`config.mk`:
```
export PLATFORM = sky130hd
export DESIGN_NAME = pe_array_sequencer
export DESIGN_NICKNAME = d
export VERILOG_FILES = /design/src/rtl/pe_array_sequencer.sv
export SDC_FILE = /design/constraint.sdc
export NUM_CORES = 1
export LEC_CHECK = 0
export ABC_CLOCK_PERIOD_IN_PS = 2550
export CAP_MARGIN = 5
export CELL_PAD_IN_SITES_DETAIL_PLACEMENT = 2
export CELL_PAD_IN_SITES_GLOBAL_PLACEMENT = 2
export CORE_MARGIN = 5
export CORE_UTILIZATION = 30
export DETAILED_ROUTE_END_ITERATION = 10
export PLACE_DENSITY_LB_ADDON = 0.1
export RECOVER_POWER = 25
export SYNTH_ARGS = -nofsm -noshare
export SYNTH_HDL_FRONTEND = slang
export SYNTH_SLANG_ARGS = --single-unit
```
`constraint.sdc`:
```
create_clock -name CLK -period 2.55 [get_ports CLK]
set_clock_uncertainty 0.2 [all_clocks]
set_input_delay 0.3825 -clock CLK [delete_from_list [all_inputs] [get_ports CLK]]
set_output_delay 0.3825 -clock CLK [all_outputs]
set_load 0.01 [all_outputs]
```
`src/rtl/pe_array_sequencer.sv`:
```
// Command sequencer for pe_array: one job = LOAD, N x (MAC, SHIFT A, SHIFT B), READ_OUT.
// Optional handshake watchdog with sticky error state: define PE_SEQ_TIMEOUT_EN.
module pe_array_sequencer #(
  parameter int STEP_W         = 8,
  parameter int TIMEOUT_CYCLES = 1023,
  parameter int TIMEOUT_W      = 10
) (
  input  logic              CLK,
  input  logic              RST_N,
  input  logic              start,
  input  logic [STEP_W-1:0] num_steps,
  output logic              busy,
  output logic              done,
  output logic              error,
  output logic [STEP_W-1:0] step_count,
  input  logic              ready,
  output logic              array_ack,
  output logic [2:0]        command_to_execute,
  output logic              image_to_shift
);

  localparam logic [2:0] CMD_NOP   = 3'b000;
  localparam logic [2:0] CMD_MAC   = 3'b001;
  localparam logic [2:0] CMD_SHIFT = 3'b010;
  localparam logic [2:0] CMD_READ  = 3'b011;
  localparam logic [2:0] CMD_LOAD  = 3'b101;

  if (TIMEOUT_CYCLES >= (1 << TIMEOUT_W)) begin : g_timeout_w_chk
    $error("pe_array_sequencer: TIMEOUT_W too narrow for TIMEOUT_CYCLES");
  end

`ifdef PE_SEQ_TIMEOUT_EN
  typedef enum logic [2:0] {
    S_IDLE, S_ARM, S_ISSUE, S_WAIT_DONE, S_DONE, S_ERR
  } state_t;
`else
  typedef enum logic [2:0] {
    S_IDLE, S_ARM, S_ISSUE, S_WAIT_DONE, S_DONE
  } state_t;
`endif

  state_t            state_q, state_d;
  logic [2:0]        cmd_q, cmd_d;
  logic              img_q, img_d;
  logic              ack_q, ack_d;
  logic              busy_q, busy_d;
  logic              done_q, done_d;
  logic [STEP_W-1:0] step_q, step_d;
  logic [STEP_W-1:0] nsteps_q, nsteps_d;

  logic [2:0]        nxt_cmd;
  logic              nxt_img;
  logic [STEP_W-1:0] nxt_step;
  logic              last_cmd;

`ifdef PE_SEQ_TIMEOUT_EN
  logic                 error_q, error_d;
  logic [TIMEOUT_W-1:0] wd_q, wd_d;
`endif

  // Successor of the command currently held in cmd_q/img_q.
  always_comb begin
    nxt_cmd  = CMD_READ;
    nxt_img  = 1'b0;
    nxt_step = step_q;
    last_cmd = 1'b0;
    case (cmd_q)
      CMD_LOAD: begin
        if (nsteps_q != '0) begin
          nxt_cmd  = CMD_MAC;
          nxt_step = step_q + STEP_W'(1);
        end
      end
      CMD_MAC: nxt_cmd = CMD_SHIFT;
      CMD_SHIFT: begin
        if (!img_q) begin
          nxt_cmd = CMD_SHIFT;
          nxt_img = 1'b1;
        end else if (step_q != nsteps_q) begin
          nxt_cmd  = CMD_MAC;
          nxt_step = step_q + STEP_W'(1);
        end
      end
      default: last_cmd = 1'b1;
    endcase
  end

  always_comb begin
    state_d  = state_q;
    cmd_d    = cmd_q;
    img_d    = img_q;
    ack_d    = 1'b0;
    busy_d   = busy_q;
    done_d   = 1'b0;
    step_d   = step_q;
    nsteps_d = nsteps_q;
`ifdef PE_SEQ_TIMEOUT_EN
    error_d  = error_q;
    wd_d     = '0;
`endif
    case (state_q)
      S_IDLE: begin
        if (start) begin
          state_d  = S_ARM;
          nsteps_d = num_steps;
          step_d   = '0;
          cmd_d    = CMD_LOAD;
          img_d    = 1'b0;
          busy_d   = 1'b1;
        end
      end
      S_ARM: begin
        if (ready) begin
          state_d = S_ISSUE;
          ack_d   = 1'b1;
        end
      end
      S_ISSUE: begin
        ack_d = 1'b1;
        if (!ready) begin
          state_d = S_WAIT_DONE;
          ack_d   = 1'b0;
        end
      end
      S_WAIT_DONE: begin
        if (ready) begin
          if (last_cmd) begin
            state_d = S_DONE;
            done_d  = 1'b1;
            cmd_d   = CMD_NOP;
            img_d   = 1'b0;
          end else begin
            state_d = S_ISSUE;
            ack_d   = 1'b1;
            cmd_d   = nxt_cmd;
            img_d   = nxt_img;
            step_d  = nxt_step;
          end
        end
      end
      S_DONE: begin
        state_d = S_IDLE;
        busy_d  = 1'b0;
      end
`ifdef PE_SEQ_TIMEOUT_EN
      S_ERR: begin
        if (start) begin
          state_d  = S_ARM;
          nsteps_d = num_steps;
          step_d   = '0;
          cmd_d    = CMD_LOAD;
          img_d    = 1'b0;
          busy_d   = 1'b1;
          error_d  = 1'b0;
        end
      end
`endif
      default: state_d = S_IDLE;
    endcase
`ifdef PE_SEQ_TIMEOUT_EN
    // Counter restarts on every phase entry; only a stalled phase can expire.
    if ((state_q == S_ARM || state_q == S_ISSUE || state_q == S_WAIT_DONE) &&
        state_d == state_q) begin
      if (wd_q == TIMEOUT_W'(TIMEOUT_CYCLES - 1)) begin
        state_d = S_ERR;
        ack_d   = 1'b0;
        cmd_d   = CMD_NOP;
        img_d   = 1'b0;
        busy_d  = 1'b0;
        error_d = 1'b1;
      end else begin
        wd_d = wd_q + TIMEOUT_W'(1);
      end
    end
`endif
  end

  always_ff @(posedge CLK or negedge RST_N) begin
    if (!RST_N) begin
      state_q  <= S_IDLE;
      cmd_q    <= CMD_NOP;
      img_q    <= 1'b0;
      ack_q    <= 1'b0;
      busy_q   <= 1'b0;
      done_q   <= 1'b0;
      step_q   <= '0;
      nsteps_q <= '0;
`ifdef PE_SEQ_TIMEOUT_EN
      error_q  <= 1'b0;
      wd_q     <= '0;
`endif
    end else begin
      state_q  <= state_d;
      cmd_q    <= cmd_d;
      img_q    <= img_d;
      ack_q    <= ack_d;
      busy_q   <= busy_d;
      done_q   <= done_d;
      step_q   <= step_d;
      nsteps_q <= nsteps_d;
`ifdef PE_SEQ_TIMEOUT_EN
      error_q  <= error_d;
      wd_q     <= wd_d;
`endif
    end
  end

  assign array_ack          = ack_q;
  assign command_to_execute = cmd_q;
  assign image_to_shift     = img_q;
  assign busy               = busy_q;
  assign done               = done_q;
  assign step_count         = step_q;
`ifdef PE_SEQ_TIMEOUT_EN
  assign error              = error_q;
`else
  assign error              = 1'b0;
`endif

endmodule

```
==> results of run 1 <==
## sequential cells by signal (all words and copies together), names as in the netlist
signal              flops
array_ack               1
busy                    1
command_to_execute      3
done                    1
image_to_shift          1
nsteps_q                8
state_q                 3
step_count              8
## final cells by class
class / instances / area (µm²) / share of cell area
flip-flops and latches: 26 / 651 / 0.374
well taps: 52 / 65.1 / 0.0374
repair buffers: 32 / 302 / 0.173
multi-input cells: 112 / 653 / 0.375
clock buffers: 4 / 55.1 / 0.0316
inverters: 4 / 15.0 / 0.00863
## through the flow
step                hold WS, ns  cells  setup WS, ns
floorplan                -0.113    148         0.481
global placement          0.312    226        0.0732
detailed placement        0.336    226       -0.0263
CTS                       0.296    230         0.201
global route              0.384    230         0.104
finish                    0.338    230         0.276
## cells in the mapped netlist, drive strengths merged (3+ instances only)
master   n
clkbuf   3
nor2    11
a21oi    9
buf      3
and3     5
xor2     8
inv      4
nand2   38
dfrtp   26
nand3    5
nor4     4
mux2i    3
## critical path: stages
cell and delay [ns]:
clkdlybuf4s50_1 0.52, or3b_4 0.42, a21oi_4 0.13, o311a_1 0.20, o21a_2 0.25, and3_1 0.19
mux2i_1 0.18
## routing by layer
metal	GRT usage	vias to the layer above	wire length, µm
met3	0.0246	4	121
met1	0.179	588	1780
met5	0	-	0
li1	-	566	-
met2	0.223	19	1900
met4	0.0361	0	31
## kinds of logic (layout without fill, tap and decap cells)
family | after synthesis | in the layout | share of synthesized area
mux | 3 | 3 | 0.0223
xor+xnor | 8 | 8 | 0.0520
compound gates | 22 | 22 | 0.117
buf+inv | 10 | 40 | 0.0371
simple gates | 77 | 77 | 0.277
fa+ha+maj | 1 | 1 | 0.00928
other cells | 1 | 1 | 0.00278
flops | 26 | 26 | 0.483
## cell usage in the layout (no fill, tap or decap), types with 2 or more instances in the layout
cell / count
nand3b_1: 2
and3_1: 5
xor2_1: 8
a211o_1: 2
mux2i_1: 3
buf_4: 5
o21ai_0: 2
a21oi_1: 8
nand3_1: 5
inv_1: 4
or3_1: 2
nand4_1: 2
nand2_1: 38
nor4_1: 4
clkdlybuf4s50_1: 25
nor2_1: 11
dfrtp_1: 26
clkbuf_8: 4
or2_2: 2
## power by group through the flow
| stage | combinational (W) | clock, W | sequential, W |
|---|---|---|---|
| CTS | 0.000766 | 0.000284 | 0.000717 |
| global placement | 0.000720 | 0 | 0.000716 |
| finish | 0.000748 | 0.000277 | 0.000713 |
| detailed placement | 0.000760 | 0 | 0.000727 |
| floorplan | 0.000451 | 0 | 0.000699 |
| global route | 0.000836 | 0.000299 | 0.000737 |
## worst max path at each step
stage,endpoint,slack [ns],cells past startpoint
2_1_floorplan,step_count[5],0.48,7
3_3_place_gp,step_count[6],0.07,7
3_5_place_dp,step_count[6],-0.03,7
4_1_cts,step_count[4],0.20,7
5_1_grt,image_to_shift,0.10,2
6_report,step_count[6],0.28,7
==> summary.md, run 1 <==
| Metric | Value |
|---|---|
| Outcome | `complete, no violations` |
| P&R area growth vs syn | `29.2%` |
| Worst hold path startpoint | `image_to_shift` |
| Seq/Total Area, Yosys | `0.483` |
| GPL Wtd Cong | `0.761` |
| Seq cells post-synth | `26` |
| Total number of yosys warnings | `0` |
| EDFF count, synth | `0` |
| Post-Syn Area | `around 1300 µm²` |
| Clock Path Buffers | `2` |
| Slew HR | `0.00315` |
| Number of global-route vias before repair | `1306` |
| Total number of vias | `approximately 1200` |
| Endpoint, Worst Hold | `image_to_shift` |
| Capture point of the worst reg-to-reg path | `step_count[4]` |
| Die area | `about 5900 µm²` |
| Max Cap Viol | `0` |
| Power Density | `998 nW/µm²` |
| Nets@finish | `approximately 190` |
| Critical setup path kind | `primary input to register` |
| Area leader, netlist | `dfrtp_1` |
| CTS clk-pin slew, worst paths | `~0.10 ns` |
| # fillers | `489` |
| Largest net degree at the start of global routing | `27` |
| Root buf cell | `clkbuf_8` |
| Type of the worst min-delay path | `register to register` |
| CTS tree | `built` |
| Post-route ant nets | `0` |
| Overflow after GRT | `0` |
| Final min period | `~2.3 ns` |
| CP Launch Point | `start` |
| Core Region | `approximately 4400 µm²` |
| DRC | `0` |
| Slew @ Worst Pin | `1.50 ns` |
| Clock sinks | `26` |
| Worst Hold Path Cells | `1` |
| Final Hold Viols | `0` |
| CP endpoint kind | `register` |
| Cell count after synthesis | `about 150` |
| CTS buffer count | `3` |
| Initial antenna violation count | `0` |
| First-pass GRT wire length | `6550 µm` |
| Post-synth ARST share | `1.00` |
| Worst r2r path cells | `7` |
| RSZ-0062 raised after global routing | `no` |
| Post-layout util | `0.400` |
| Yosys cell types | `37` |
| Global Route Usage Sum | `0.134` |
| DR iter-0 viols | `14` |
| Synth area leaders | `dfrtp_1 (48%), nand2_1 (11%), xor2_1 (5.2%)` |
| Per-cell routed wire length | `around 17 µm` |
| Reg power frac | `0.410` |
| Comb pwr share | `0.430` |
| Int Pwr | `between 0.001 and 0.0015 W` |
| Highest Clock Rate | `between 0.4 and 0.5 GHz` |
| Initial Util | `0.309` |
| Peak VDD IR | `approximately 0.00033 V` |
| Top-area cell type share of the netlist area | `0.483` |
| Worst reg2reg path startpoint | `step_count[6]` |
| Die H | `~77 µm` |
| Detailed Routing Iterations Pass 1 | `4` |
| Post-DP HPWL | `3000 µm` |
| Crit path DAT | `2.28 ns` |
| Setup violators final | `0` |
| H-tree Lvls | `1` |
| Crit path launch type | `primary input` |
| Design area | `roughly 1700 µm²` |
| NetSw | `0.000702 W` |
| Critical Path RT | `2.56 ns` |
| Clk pwr share | `0.159` |
| Fraction of power spent switching nets | `0.404` |
| Diodes inserted | `0` |
| Maximum fanout along the worst path | `9` |
| Num rows | `24` |
| CTS resizes | `0` |
| Final Max Tran Viols | `0` |
| Die X | `between 70 and 80 µm` |
| Share of cells above drive strength 1 | `0.0899` |
| DP Area | `roughly 1700 µm²` |
| Clk_lat worst skew | `~0.28 ns` |
| Syn Nets | `approximately 160` |
| Total negative setup slack | `0 ns` |
| Register-to-register setup slack | `0.28 ns` |
| Hold bufs inserted after CTS | `0` |
| Leak | `roughly 0.81 nW` |
| Setup bufs post-CTS | `0` |
| Fin crit share | `0.892` |
| Routed WL | `3830 µm` |
| Top FF cell, synth | `dfrtp_1` |
| Power Total | `about 0.0017 W` |
| Via density | `about 5` |
| IO buf count | `26` |
| Syn Area/Cell | `about 9 µm²` |
| # IOs | `28` |
(Power assumes the default switching activity.)
==> run 2: changes to the inputs <==
==> constraint.sdc (replaced) <==
create_clock -name CLK -period 2.55 [get_ports CLK]
set_clock_uncertainty 0.2 [all_clocks]
set_input_delay 0.51 -clock CLK [delete_from_list [all_inputs] [get_ports CLK]]
set_output_delay 0.51 -clock CLK [all_outputs]
set_load 0.01 [all_outputs]
==> run 2 against run 1 <==
Routed wire length decreased by 1.0%. First-iteration DRC count grew 140%. Critical path depth unchanged. Die area did not move. Final area rose by 0.43%. Critical endpoint unchanged. Non-clock buffer count increased by 1. Cell count up 0.43%. Core utilization up 0.17 points.
==> summary.md, run 2 (synthesis gave the netlist of run 1 again) <==
| Metric | Value |
|---|---|
| Outcome | `complete, no violations` |
| Total negative setup slack | `0 ns` |
| Detailed Routing Iterations Pass 1 | `4` |
| Leak | `~0.8 nW` |
| Diodes inserted | `0` |
| CP endpoint kind | `register` |
| Crit path launch type | `primary input` |
| Global Route Usage Sum | `0.138` |
| Crit path DAT | `approximately 2.4 ns` |
| # fillers | `between 400 and 500` |
| GPL Wtd Cong | `0.748` |
| Power Density | `roughly 990 nW/µm²` |
| Core Region | `between 4000 and 5000 µm²` |
| DRC | `0` |
| Number of global-route vias before repair | `between 1000 and 1500` |
| Post-layout util | `0.401` |
| RSZ-0062 raised after global routing | `no` |
| Via density | `5.19` |
| Critical Path RT | `2.55 ns` |
| Share of cells above drive strength 1 | `0.0950` |
| Die X | `about 77 µm` |
| Initial antenna violation count | `0` |
| Clk pwr share | `0.157` |
| Reg power frac | `0.414` |
| CTS resizes | `0` |
| Maximum fanout along the worst path | `8` |
| Final Hold Viols | `0` |
| Clock sinks | `26` |
| CP bufs+invs | `1` |
| Max Cap Viol | `0` |
| Int Pwr | `roughly 0.0010 W` |
| Most frequent cells in the layout | `nand2_1 (38), dfrtp_1 (26), clkdlybuf4s50_1 (26)` |
| Comb pwr share | `0.430` |
| Nets@finish | `about 190` |
| Hold bufs inserted after CTS | `0` |
| CTS clk-pin slew, worst paths | `approximately 0.090 ns` |
| NetSw | `between 0.0006 and 0.0007 W` |
| Crit path max-delay family | `simple AND/OR/NAND/NOR gates` |
| P&R area growth vs syn | `29.7%` |
| Die H | `between 70 and 80 µm` |
| Type of the worst min-delay path | `register to register` |
| CTS buffer count | `3` |
| Slew HR | `0.0314` |
| Clock Path Buffers | `2` |
| Register-to-register setup slack | `~0.29 ns` |
| Highest Clock Rate | `around 0.42 GHz` |
| Die area | `between 5000 and 6000 µm²` |
| First-pass GRT wire length | `between 6000 and 7000 µm` |
| Setup violators final | `0` |
| Post-DP HPWL | `slightly below 3000 µm` |
| Commonest non-fill, non-tap cell in the layout | `nand2_1` |
| Critical setup path kind | `primary input to register` |
| Overflow after GRT | `0` |
| Peak VDD IR | `around 0.00033 V` |
| Initial Util | `0.309` |
| # IOs | `28` |
| Crit-path slowest cell | `clkdlybuf4s50_1` |
| Post-route ant nets | `0` |
| Clk_lat worst skew | `approximately 0.27 ns` |
| Total number of vias | `between 1000 and 1500` |
| DR iter-0 viols | `33` |
| Fin crit share | `0.942` |
| Final min period | `2.40 ns` |
| Root buf cell | `clkbuf_8` |
| Fraction of power spent switching nets | `0.400` |
| Largest net degree at the start of global routing | `27` |
| H-tree Lvls | `1` |
| Per-cell routed wire length | `16.4 µm` |
| IO buf count | `26` |
| Setup bufs post-CTS | `0` |
| Final Max Tran Viols | `0` |
| Num rows | `24` |
| Routed WL | `about 3800 µm` |
| Slew @ Worst Pin | `1.45 ns` |
| CTS tree | `built` |
| Worst path max stage delay | `about 0.52 ns` |
| CP Cell Sequence | `clkdlybuf4s50_1 > or3b_4 > a21oi_4 > o311a_1 > o21a_2 > and3_1 > mux2i_1` |
## run 2: cell count changes in the layout (fill, tap and decap cells not counted), sizes merged
cell           before  now
buf                 5    6
clkdlybuf4s50      25   26
dlygate4sd3         1    0
## run 2: tightest hold or removal path: stages (launching register included)
cell and delay [ns]:
dfrtp_1 0.39, nand2_1 0.06, nand2_1 0.06
## run 2: cell type report
cell class | count | area, µm² | area share
clock buffers | 4 | 55.1 | 0.0315
flip-flops and latches | 26 | 651 | 0.372
repair buffers | 33 | 309 | 0.177
multi-input cells | 112 | 653 | 0.374
inverters | 4 | 15.0 | 0.00859
well taps | 52 | 65.1 | 0.0372
## run 2: worst paths after layout
| path | from | to | depth (start not counted) |
|---|---|---|---|
| worst max register to register | step_count[6] | step_count[4] | 7 |
| min in group asynchronous | RST_N | step_count[2] | 2 |
| max in group asynchronous | RST_N | nsteps_q[5] | 2 |
| worst max-delay path | start | step_count[6] | 7 |
| worst min register to register | nsteps_q[3] | nsteps_q[3] | 2 |
| worst min-delay path | nsteps_q[3] | nsteps_q[3] | 2 |
## run 2: power by group through the flow
stage	sequential, W	clock (W)	combinational, W
finish	0.000719	0.000272	0.000746
global route	0.000745	0.000301	0.000838
CTS	0.000721	0.000288	0.000766
detailed placement	0.000730	0	0.000754
global placement	0.000714	0	0.000731
floorplan	0.000699	0	0.000451
## run 2: layer usage
metal	track usage	wire length, µm	share of wire	vias up
met5	0	0	0	-
met4	0.0464	55	0.015	0
met3	0.0258	117	0.031	5
met2	0.235	1880	0.49	18
met1	0.173	1740	0.46	609
li1	-	-	-	567
## run 2: through the flow
step	area [µm²]	hold slack [ns]	instances	setup slack [ns]	total power, W
2_1_floorplan	1350	0.0144	148	0.443	0.00115
3_3_place_gp	1700	0.309	227	-0.0467	0.00144
3_5_place_dp	1700	0.330	227	-0.137	0.00148
5_1_grt	1750	0.383	231	0.0887	0.00188
4_1_cts	1750	0.355	231	0.151	0.00178
6_report	1750	0.344	231	0.148	0.00174
